## src/rtl/daq_pkg.sv

```systemverilog
// ---------------------------------------------------------------------------
// daq_pkg
// Shared definitions for the DAQ frame builder: FSM state encoding, default
// framing magic bytes and the fixed header/trailer lengths.
// ---------------------------------------------------------------------------
package daq_pkg;

    typedef enum logic [2:0] {
        IDLE     = 3'd0,
        HEADER   = 3'd1,
        WAIT_SMP = 3'd2,
        SERIAL   = 3'd3,
        TRAILER  = 3'd4
    } daq_state_t;

    localparam logic [7:0] MAGIC_HDR = 8'hA5;
    localparam logic [7:0] MAGIC_TRL = 8'h5A;
    localparam int         HDR_LEN   = 8;
    localparam int         TRL_LEN   = 2;

endpackage

```

## src/rtl/daq_packetizer.sv

```systemverilog
// ---------------------------------------------------------------------------
// daq_packetizer
// Builds one DAQ frame per trigger for the TCP TX FIFO:
//   8-byte header | data_number sample sets (2 bytes per enabled channel,
//   MSB first, channel 0 upward) | 2-byte trailer (magic, overrun count).
//
// Ports
//   clk           system clock
//   sys_rst       synchronous active-high reset
//   trigger_cmd   one-cycle start pulse (ignored while busy)
//   data_number   sample sets per frame, latched at trigger
//   channel_ctrl  channel enable mask, latched at trigger
//   adc_valid     adc_data carries a new sample set
//   adc_data      channel i at [SAMPLE_W*i +: SAMPLE_W]
//   tx_full       downstream almost-full; blocks byte launch
//   tx_data       registered output byte
//   tx_wr         registered byte strobe, one cycle per byte
//   busy          high while a frame is in progress
// ---------------------------------------------------------------------------
module daq_packetizer #(
    parameter int         NUM_CH    = 8,
    parameter int         SAMPLE_W  = 16,
    parameter logic [7:0] MAGIC_HDR = daq_pkg::MAGIC_HDR,
    parameter logic [7:0] MAGIC_TRL = daq_pkg::MAGIC_TRL
) (
    input  logic                       clk,
    input  logic                       sys_rst,
    input  logic                       trigger_cmd,
    input  logic [31:0]                data_number,
    input  logic [NUM_CH-1:0]          channel_ctrl,
    input  logic                       adc_valid,
    input  logic [NUM_CH*SAMPLE_W-1:0] adc_data,
    input  logic                       tx_full,
    output logic [7:0]                 tx_data,
    output logic                       tx_wr,
    output logic                       busy
);
    import daq_pkg::*;

    localparam int CH_W = (NUM_CH > 1) ? $clog2(NUM_CH) : 1;

    // ------------------------------------------------------------------
    // State
    // ------------------------------------------------------------------
    daq_state_t                 state_q, state_d;
    logic [2:0]                 byte_idx_q, byte_idx_d;    // header/trailer byte index
    logic [31:0]                num_q, num_d;
    logic [31:0]                remaining_q, remaining_d;
    logic [NUM_CH-1:0]          mask_q, mask_d;
    logic [NUM_CH-1:0]          done_q, done_d;            // channels already sent this set
    logic                       lo_q, lo_d;                // 0: next byte is MSB, 1: LSB
    logic [15:0]                frame_cnt_q, frame_cnt_d;
    logic [7:0]                 ovr_cnt_q, ovr_cnt_d;
    logic [7:0]                 ovr_frz_q, ovr_frz_d;      // overrun count frozen for trailer
    logic [7:0]                 tx_data_q, tx_data_d;
    logic                       tx_wr_q, tx_wr_d;
    logic                       busy_q, busy_d;
    logic [NUM_CH*SAMPLE_W-1:0] smp_q;

    // ------------------------------------------------------------------
    // Channel selection
    // ------------------------------------------------------------------
    logic [NUM_CH-1:0]   pend;
    logic [NUM_CH-1:0]   sel_onehot;
    logic [NUM_CH-1:0]   pend_after;
    logic [CH_W-1:0]     ch_sel;
    logic [SAMPLE_W-1:0] cur_smp;
    logic                snap_en;

    assign pend = mask_q & ~done_q;

    // Lowest pending channel wins; scanning downward lets the lowest
    // index overwrite any higher one.
    always_comb begin
        ch_sel = '0;
        for (int i = NUM_CH - 1; i >= 0; i--) begin
            if (pend[i]) begin
                ch_sel = CH_W'(i);
            end
        end
    end

    assign sel_onehot = NUM_CH'(1) << ch_sel;
    // Channels still owed after the one currently being serialised.
    assign pend_after = pend & ~sel_onehot;
    assign cur_smp    = smp_q[ch_sel*SAMPLE_W +: SAMPLE_W];

    // ------------------------------------------------------------------
    // Header / trailer byte muxes
    // ------------------------------------------------------------------
    logic [7:0] hdr_byte;
    logic [7:0] trl_byte;
    logic [7:0] mask_byte;

    assign mask_byte = 8'(mask_q);

    always_comb begin
        hdr_byte = MAGIC_HDR;
        case (byte_idx_q)
            3'd0:    hdr_byte = MAGIC_HDR;
            3'd1:    hdr_byte = frame_cnt_q[15:8];
            3'd2:    hdr_byte = frame_cnt_q[7:0];
            3'd3:    hdr_byte = mask_byte;
            3'd4:    hdr_byte = num_q[31:24];
            3'd5:    hdr_byte = num_q[23:16];
            3'd6:    hdr_byte = num_q[15:8];
            default: hdr_byte = num_q[7:0];
        endcase
    end

    assign trl_byte = byte_idx_q[0] ? ovr_frz_q : MAGIC_TRL;

    // ------------------------------------------------------------------
    // Next-state logic
    // ------------------------------------------------------------------
    always_comb begin
        state_d     = state_q;
        byte_idx_d  = byte_idx_q;
        num_d       = num_q;
        remaining_d = remaining_q;
        mask_d      = mask_q;
        done_d      = done_q;
        lo_d        = lo_q;
        frame_cnt_d = frame_cnt_q;
        ovr_cnt_d   = ovr_cnt_q;
        ovr_frz_d   = ovr_frz_q;
        tx_data_d   = tx_data_q;
        tx_wr_d     = 1'b0;
        snap_en     = 1'b0;

        // A sample set arriving while bytes are being pushed out has nowhere
        // to go; it is dropped and only counted.
        if (adc_valid && (state_q == HEADER || state_q == SERIAL || state_q == TRAILER)
                && ovr_cnt_q != 8'hFF) begin
            ovr_cnt_d = ovr_cnt_q + 8'd1;
        end

        case (state_q)
            IDLE: begin
                // busy_q covers the cycle after the last trailer byte, when
                // the FSM is already back in IDLE but the frame is still
                // reported as busy.
                if (trigger_cmd && !busy_q) begin
                    num_d       = data_number;
                    remaining_d = data_number;
                    mask_d      = channel_ctrl;
                    ovr_cnt_d   = 8'd0;
                    byte_idx_d  = 3'd0;
                    state_d     = HEADER;
                end
            end

            HEADER: begin
                if (!tx_full) begin
                    tx_wr_d    = 1'b1;
                    tx_data_d  = hdr_byte;
                    byte_idx_d = byte_idx_q + 3'd1;
                    if (byte_idx_q == 3'(HDR_LEN - 1)) begin
                        byte_idx_d = 3'd0;
                        if (num_q == 32'd0 || mask_q == '0) begin
                            ovr_frz_d = ovr_cnt_d;
                            state_d   = TRAILER;
                        end else begin
                            state_d   = WAIT_SMP;
                        end
                    end
                end
            end

            WAIT_SMP: begin
                if (adc_valid) begin
                    snap_en = 1'b1;
                    done_d  = '0;
                    lo_d    = 1'b0;
                    state_d = SERIAL;
                end
            end

            SERIAL: begin
                if (!tx_full) begin
                    tx_wr_d = 1'b1;
                    if (!lo_q) begin
                        tx_data_d = cur_smp[15:8];
                        lo_d      = 1'b1;
                    end else begin
                        tx_data_d = cur_smp[7:0];
                        lo_d      = 1'b0;
                        done_d    = done_q | sel_onehot;
                        if (pend_after == '0) begin
                            remaining_d = remaining_q - 32'd1;
                            if (remaining_q == 32'd1) begin
                                ovr_frz_d = ovr_cnt_d;
                                state_d   = TRAILER;
                            end else begin
                                state_d   = WAIT_SMP;
                            end
                        end
                    end
                end
            end

            TRAILER: begin
                if (!tx_full) begin
                    tx_wr_d    = 1'b1;
                    tx_data_d  = trl_byte;
                    byte_idx_d = byte_idx_q + 3'd1;
                    if (byte_idx_q == 3'(TRL_LEN - 1)) begin
                        byte_idx_d  = 3'd0;
                        frame_cnt_d = frame_cnt_q + 16'd1;
                        state_d     = IDLE;
                    end
                end
            end

            default: begin
                state_d = IDLE;
            end
        endcase

        // Hold busy through the cycle carrying the final byte.
        busy_d = (state_d != IDLE) || tx_wr_d;
    end

    // ------------------------------------------------------------------
    // Registers
    // ------------------------------------------------------------------
    always_ff @(posedge clk) begin
        if (sys_rst) begin
            state_q     <= IDLE;
            byte_idx_q  <= 3'd0;
            num_q       <= 32'd0;
            remaining_q <= 32'd0;
            mask_q      <= '0;
            done_q      <= '0;
            lo_q        <= 1'b0;
            frame_cnt_q <= 16'd0;
            ovr_cnt_q   <= 8'd0;
            ovr_frz_q   <= 8'd0;
            tx_data_q   <= 8'd0;
            tx_wr_q     <= 1'b0;
            busy_q      <= 1'b0;
        end else begin
            state_q     <= state_d;
            byte_idx_q  <= byte_idx_d;
            num_q       <= num_d;
            remaining_q <= remaining_d;
            mask_q      <= mask_d;
            done_q      <= done_d;
            lo_q        <= lo_d;
            frame_cnt_q <= frame_cnt_d;
            ovr_cnt_q   <= ovr_cnt_d;
            ovr_frz_q   <= ovr_frz_d;
            tx_data_q   <= tx_data_d;
            tx_wr_q     <= tx_wr_d;
            busy_q      <= busy_d;
        end
    end

    // Sample snapshot needs no reset: it is only read after being loaded.
    always_ff @(posedge clk) begin
        if (snap_en) begin
            smp_q <= adc_data;
        end
    end

    assign tx_data = tx_data_q;
    assign tx_wr   = tx_wr_q;
    assign busy    = busy_q;

endmodule
```

## config.mk

```make
export PLATFORM = sky130hd
export DESIGN_NAME = daq_packetizer
export DESIGN_NICKNAME = d
export VERILOG_FILES = /design/src/rtl/daq_pkg.sv /design/src/rtl/daq_packetizer.sv
export SDC_FILE = /design/constraint.sdc
export NUM_CORES = 1
export LEC_CHECK = 0
export CAP_MARGIN = 40
export CELL_PAD_IN_SITES_DETAIL_PLACEMENT = 0
export CELL_PAD_IN_SITES_GLOBAL_PLACEMENT = 1
export CORE_MARGIN = 2
export CORE_UTILIZATION = 40
export CTS_CLUSTER_SIZE = 16
export DETAILED_ROUTE_END_ITERATION = 8
export HOLD_SLACK_MARGIN = 0.1
export PLACE_DENSITY = 0.77
export RECOVER_POWER = 50
export SLEW_MARGIN = 0
export SYNTH_ARGS = -nofsm -noshare
export SYNTH_HDL_FRONTEND = slang
export SYNTH_SLANG_ARGS = --single-unit
```

## constraint.sdc

```tcl
create_clock -name clk -period 25.8 [get_ports clk]
set_input_delay 5.16 -clock clk [delete_from_list [all_inputs] [get_ports clk]]
set_output_delay 5.16 -clock clk [all_outputs]
set_load 0.01 [all_outputs]
```

==> flow_summary.yaml, run 1 <==
outcome:
  status: "finished with violations"
  failed_checks: "max-capacitance violations, max-slew violations"
logic_synthesis:
  avgSynthCellArea_um2: 9.676
  synth_common_cells: "nand2_1, a21oi_1, dfxtp_1"
  synth_most_common_cell: "nand2_1"
  synth_edf_count: 128
  netlist_area_mm2: 0.01167
  synth_top_area_share_pct: 32.94
  synth_cells: 1206
  synth-seq-cells: 257
  synthTopCellsByArea: "edfxtp_1, dfxtp_1, a21oi_1"
  ys.flop_type: "dfxtp_1"
  ys_warn_count: 0
  synth_async_sr_flop_share_pct: 0
  syn_nets: 1389
  synth.distinct_cells: 70
  yosysSeqAreaShare_pct: 55.07
  yosysTopAreaCell: "edfxtp_1"
sta:
  fin_crit_ns: 8.735
  maxSlewViolCount: 99
  post-route-period-util_pct: 33.86
  tightest_slew_ns: 2.802
  max_freq_ghz: 0.1145
  skew_ns: 0.02030
  slew_headroom_pct: -86.83
  rsz0062_at_grt: "false"
  holdWs_ns: 0.4645
  setup_tns_ns: 0
  setup_viol: 0
  hold_viol_final: 0
setup_path:
  setup.worst_path.end_class: "flip-flop"
  critPathLaunchType: "input port"
  critPathSlowestCell: "clkbuf_1"
  cp_max_fo: 60
  worstSetupPathType: "input port to flip-flop"
  r2r_end: "smp_q[0]"
  crit_arrival_ns: 8.96
  cp_cell_sequence: "dlygate4sd3_1, nor4bb_1, clkbuf_1, buf_4, buf_16"
  reg2reg_from: "state_q[1]"
  rr_worst_depth: 4
  worstPathRequired_ns: 26.02
  critPathLaunch: "adc_valid"
  rrSetupSlack_ns: 21.67
  max_stage_delay_ns: 2.00
  cp-endpoint: "smp_q[0]"
clock_network:
  clk_pin_slew_ns: 0.06
  post_cts_resized: 0
  cts.hold.buffers_added: 0
  clock-sinks: 257
  root_buffer: "clkbuf_16"
  clock_latency_ns: 0.56
  clockBufferDepth: 3
  cts_tree: "done"
  cts_made_buffers: 28
  cts_setup_buffers: 0
  htreeDepth: 1
die:
  ios: 183
  fp-row-count: 62
  fp.dieW_um: 174.8
  die_h_um: 174.8
  coreArea_mm2: 0.02870
  start_util_pct: 40.65
  dieArea_mm2: 0.03055
run:
  maxCapViolCount: 2
global_routing:
  gr-total-overflow: 0
  grt_max_degree: 79
  antenna_found_initial: 2
  grt_use_met3_pct: 4.221
  grtUsageTotal_pct: 21.68
  use_met2_pct: 35.23
  grt.met1_usage_pct: 29.35
  grt-busiest-layer: "met2"
  grt_pass1_vias: 9405
  grt_first_pass_wirelength_um: 52270
route:
  antenna_left: 0
  avgViaCountPerCell: 5.623
  drc: 0
  drt-wirelength-per-cell_um: 19.14
  routed_wl_um: 33840
  vias: 9942
  drt_iter0_markers: 1065
  first_pass_iters: 7
power_and_ir_drop:
  irDropWorstVdd_mv: 0.06207
  intPower_uw: 734.1
  p_clk_share_pct: 40.8
  swShare_pct: 25.46
  p_per_area_mw_per_mm2: 66.69
  p_sw_uw: 250.7
  p_seq_share_pct: 45.7
  p_total_uw: 984.8
  p_comb_share_pct: 13.6
  p_leak_uw: 0.005130
worst_hold_path:
  hold_path.class: "flip-flop to flip-flop"
placement:
  io_buffers: 182
  dpl.hpwl_um: 23940
  place_area_mm2: 0.01387
  gp_congestion: 0.8211
cells_and_area:
  final_util_pct: 51.45
  nNetsFinal: 1544
  drive_above_1_share_pct: 6.074
  area_growth_pct: 26.56
  postLayoutCellArea_mm2: 0.01477
-- area by class of cell --
class	count	area, µm²
timing repair buffer	200	1981
multi-input combinational	864	4903
fill	2712	13930
inverter	10	37.54
tap	384	480.5
clock buffer	45	864.6
clock inverter	7	72.57
antenna	1	2.502
sequential	257	6426
-- metrics by stage --
stage,setup WS [ns],std cells
floorplan,6.696,1206
CTS,18.71,1767
global route,16.74,1767
global placement,18.02,1711
finish,17.07,1768
detailed placement,18.15,1715
-- how the worst min path moves through the flow --
stage                         start         endpoint  slack (ns)  depth (start not counted)
CTS                 remaining_q[20]  remaining_q[20]        0.47                          2
global route        remaining_q[26]  remaining_q[26]        0.49                          2
finish              remaining_q[20]  remaining_q[20]        0.46                          2
global placement    remaining_q[20]  remaining_q[20]        0.45                          2
floorplan           remaining_q[20]  remaining_q[20]        0.44                          2
detailed placement  remaining_q[20]  remaining_q[20]        0.46                          2
-- layer usage --
metal,routed length [µm],vias to the layer above
li1,-,4762
met2,15830,379
met5,0,-
met4,998,0
met3,2468,57
met1,14550,4744
-- sequential cells by signal (all words and copies together) (netlist names) --
signal and cells:
lo_q 1, remaining_q 32, busy 1, done_q 8, num_q 32, ovr_frz_q 8
mask_byte 8, byte_idx_q 3, tx_data 8, tx_wr 1, frame_cnt_q 16, smp_q 128
ovr_cnt_q 8, state_q 3
-- placed cells by master, fill, tap and decap left out, drive strengths merged, types with 17 or more instances in the layout --
cell type      count
o32ai             22
xor2              17
mux2i             27
o21ai             27
a21oi            166
dlygate4sd3      131
edfxtp           128
nand3             28
nor4              29
nand2            216
clkdlybuf4s50     50
a31oi             20
clkbuf            48
nor2             103
nor3              27
dfxtp            129
-- kinds of logic (layout without fill, tap and decap cells) --
logic type | count (synthesis) | after routing | share of synthesized area, %
AO/OA/AOI/OAI | 325 | 325 | 17.71
XOR/XNOR | 22 | 22 | 1.651
adder cells (fa/ha/maj) | 10 | 10 | 1.072
buffers and inverters | 85 | 262 | 2.906
flip-flops | 257 | 257 | 55.07
multiplexers | 27 | 27 | 2.316
other | 0 | 1 | 0
AND/OR/NAND/NOR | 480 | 480 | 19.27
-- power by group through the flow --
stage               Combinational, µW  Clock [µW]  Sequential, µW
global route                      147         424             451
CTS                               138         409             450
global placement                  136           0             458
floorplan                        80.9           0             455
finish                            134         402             450
detailed placement                138           0             458
-- worst max-delay path: cells and delay by family --
kind / cells / cell delay, ns
simple gates: 1 / 0.27
buf+inv: 4 / 3.44
No activity file was read; power rests on OpenSTA's default activity.
==> run 2, diff against run 1 <==
- clock period: 25.8 -> 8.13 ns (I/O delays scaled with it)
==> run 2 against run 1 <==
The run still ends with max-capacitance violations, max-slew violations left. Global-route usage grew 0.14 points. Core utilization is 0.065 points lower. Via count decreased by 1.4%. Clock power grew to 3.2 times the previous value. Die area unchanged. Register-to-register slack worse by 18 ns. Power rose to 3.2 times the previous value. Critical path type unchanged. Critical endpoint is now ovr_cnt_q[4].
==> flow_summary.yaml, run 2 (synthesis results as in run 1) <==
die:
  start_util_pct: 40.65
  ios: 183
  die_h_um: 174.8
  dieArea_mm2: 0.03055
  fp-row-count: 62
  fp.dieW_um: 174.8
  coreArea_mm2: 0.02870
sta:
  tightest_slew_ns: 3.629
  slew_headroom_pct: -141.9
  maxSlewViolCount: 195
  max_freq_ghz: 0.1829
  setup_viol: 0
  setup_tns_ns: 0
  rsz0062_at_grt: "false"
  hold_viol_final: 0
  skew_ns: 0.01407
  post-route-period-util_pct: 67.24
  fin_crit_ns: 5.466
clock_network:
  cts_setup_buffers: 0
  root_buffer: "clkbuf_16"
  clk_pin_slew_ns: 0.06
  clockBufferDepth: 3
  post_cts_resized: 0
  clock_latency_ns: 0.57
  cts_made_buffers: 29
  clock-sinks: 257
  cts.hold.buffers_added: 0
  cts_tree: "done"
  htreeDepth: 1
setup_path:
  critPathSlowestCell: "clkbuf_1"
  critPathLaunchType: "input port"
  crit_arrival_ns: 5.94
  worstSetupPathType: "input port to flip-flop"
  setup.worst_path.end_class: "flip-flop"
  max_stage_delay_ns: 2.41
  cp_cell_sequence: "dlygate4sd3_1, or4b_2, clkbuf_1, nand2_1, nor2_1"
  worstPathRequired_ns: 8.61
  cp_max_fo: 73
global_routing:
  grt_first_pass_wirelength_um: 52720
  grtUsageTotal_pct: 21.82
  grt_max_degree: 79
  gr-total-overflow: 0
  antenna_found_initial: 2
  grt_pass1_vias: 9500
route:
  routed_wl_um: 33920
  avgViaCountPerCell: 5.548
  m1WireLength_um: 14720
  vias: 9804
  antenna_left: 0
  highest_layer: "met5"
  first_pass_iters: 7
  drt-wirelength-per-cell_um: 19.19
  drc: 0
  dr_wl_met3_um: 2145
  met2WireLength_um: 15940
  drt_iter0_markers: 701
power_and_ir_drop:
  p_per_area_mw_per_mm2: 213.2
  irDropWorstVdd_mv: 0.1514
  p_leak_uw: 0.005119
placement:
  gp_congestion: 0.8129
  dpl.hpwl_um: 23750
  io_buffers: 182
  dp_cells: 1714
cells_and_area:
  final_common_cell: "nand2_1"
  area_growth_pct: 26.40
  fin_cells: 1767
  largest_reg_flops: 128
  final_cell_mix: "nand2_1, a21oi_1, dlygate4sd3_1"
  nNetsFinal: 1544
  top_register: "smp_q"
  drive_above_1_share_pct: 5.644
  top_regs: "smp_q: 128 flops, num_q: 32 flops, remaining_q: 32 flops"
  n_fill_cell: 2695
outcome:
  status: "finished with violations"
  failed_checks: "max-capacitance violations, max-slew violations"
worst_hold_path:
  hold_path.class: "flip-flop to flip-flop"
run:
  maxCapViolCount: 3
==> run 2: cell count changes in the layout (fill, tap and decap cells not counted), moves of 2 or more <==
cell and change:
clkbuf_8 -8, clkbuf_1 +4, bufinv_16 +2, clkinv_1 +2
==> run 2: critical path: cells and delay by family <==
family,cells,cell delay (ns)
AND/OR/NAND/NOR,3,1.32
buffers and inverters,2,2.98
==> run 2: final timing paths <==
check,from,end,slack (ns),cells past startpoint
hold / removal,remaining_q[20],remaining_q[20],0.47,2
setup reg to reg,state_q[1],ovr_cnt_q[4],3.61,5
setup / recovery,trigger_cmd,ovr_cnt_q[4],2.66,5
hold reg to reg,remaining_q[20],remaining_q[20],0.47,2
==> run 2: final cells by class <==
class / instances / area, µm² / area share (%)
multi-input combinational: 864 / 4918 / 33.35
timing repair buffer: 199 / 1952 / 13.23
clock buffer: 41 / 790.8 / 5.361
tap: 384 / 480.5 / 3.258
inverter: 10 / 37.54 / 0.2545
antenna: 1 / 2.502 / 0.01697
sequential: 257 / 6426 / 43.57
clock inverter: 11 / 141.4 / 0.9586
==> run 2: report_power, final <==
part / leakage (µW) / internal, µW / total [µW] / switching, µW
Sequential: 0.00220 / 1390 / 1430 / 36.9
Clock: 0.000456 / 770 / 1290 / 523
Combinational: 0.00246 / 183 / 424 / 240
Total: 0.00512 / 2340 / 3140 / 800
==> run 2: through the flow <==
stage / total power [µW] / instance area, µm² / hold slack, ns / util, % / worst slack (ns)
after floorplan: 1700 / 11680 / 0.4399 / - / 1.284
after global placement: 1883 / 13800 / 0.4481 / 48.08 / 3.916
after detailed placement: 1889 / 13840 / 0.4604 / 48.23 / 4.013
after CTS: 3182 / 14770 / 0.4700 / 51.47 / 4.589
after global routing: 3261 / 14750 / 0.4914 / 51.38 / 2.374
final: 3145 / 14750 / 0.4676 / 51.39 / 2.664
==> run 2: per-layer routing <==
layer / track usage [%] / vias up
met5: 0 / -
met4: 6.806 / 2
met3: 3.655 / 71
met2: 35.70 / 350
met1: 29.65 / 4629
li1: - / 4752
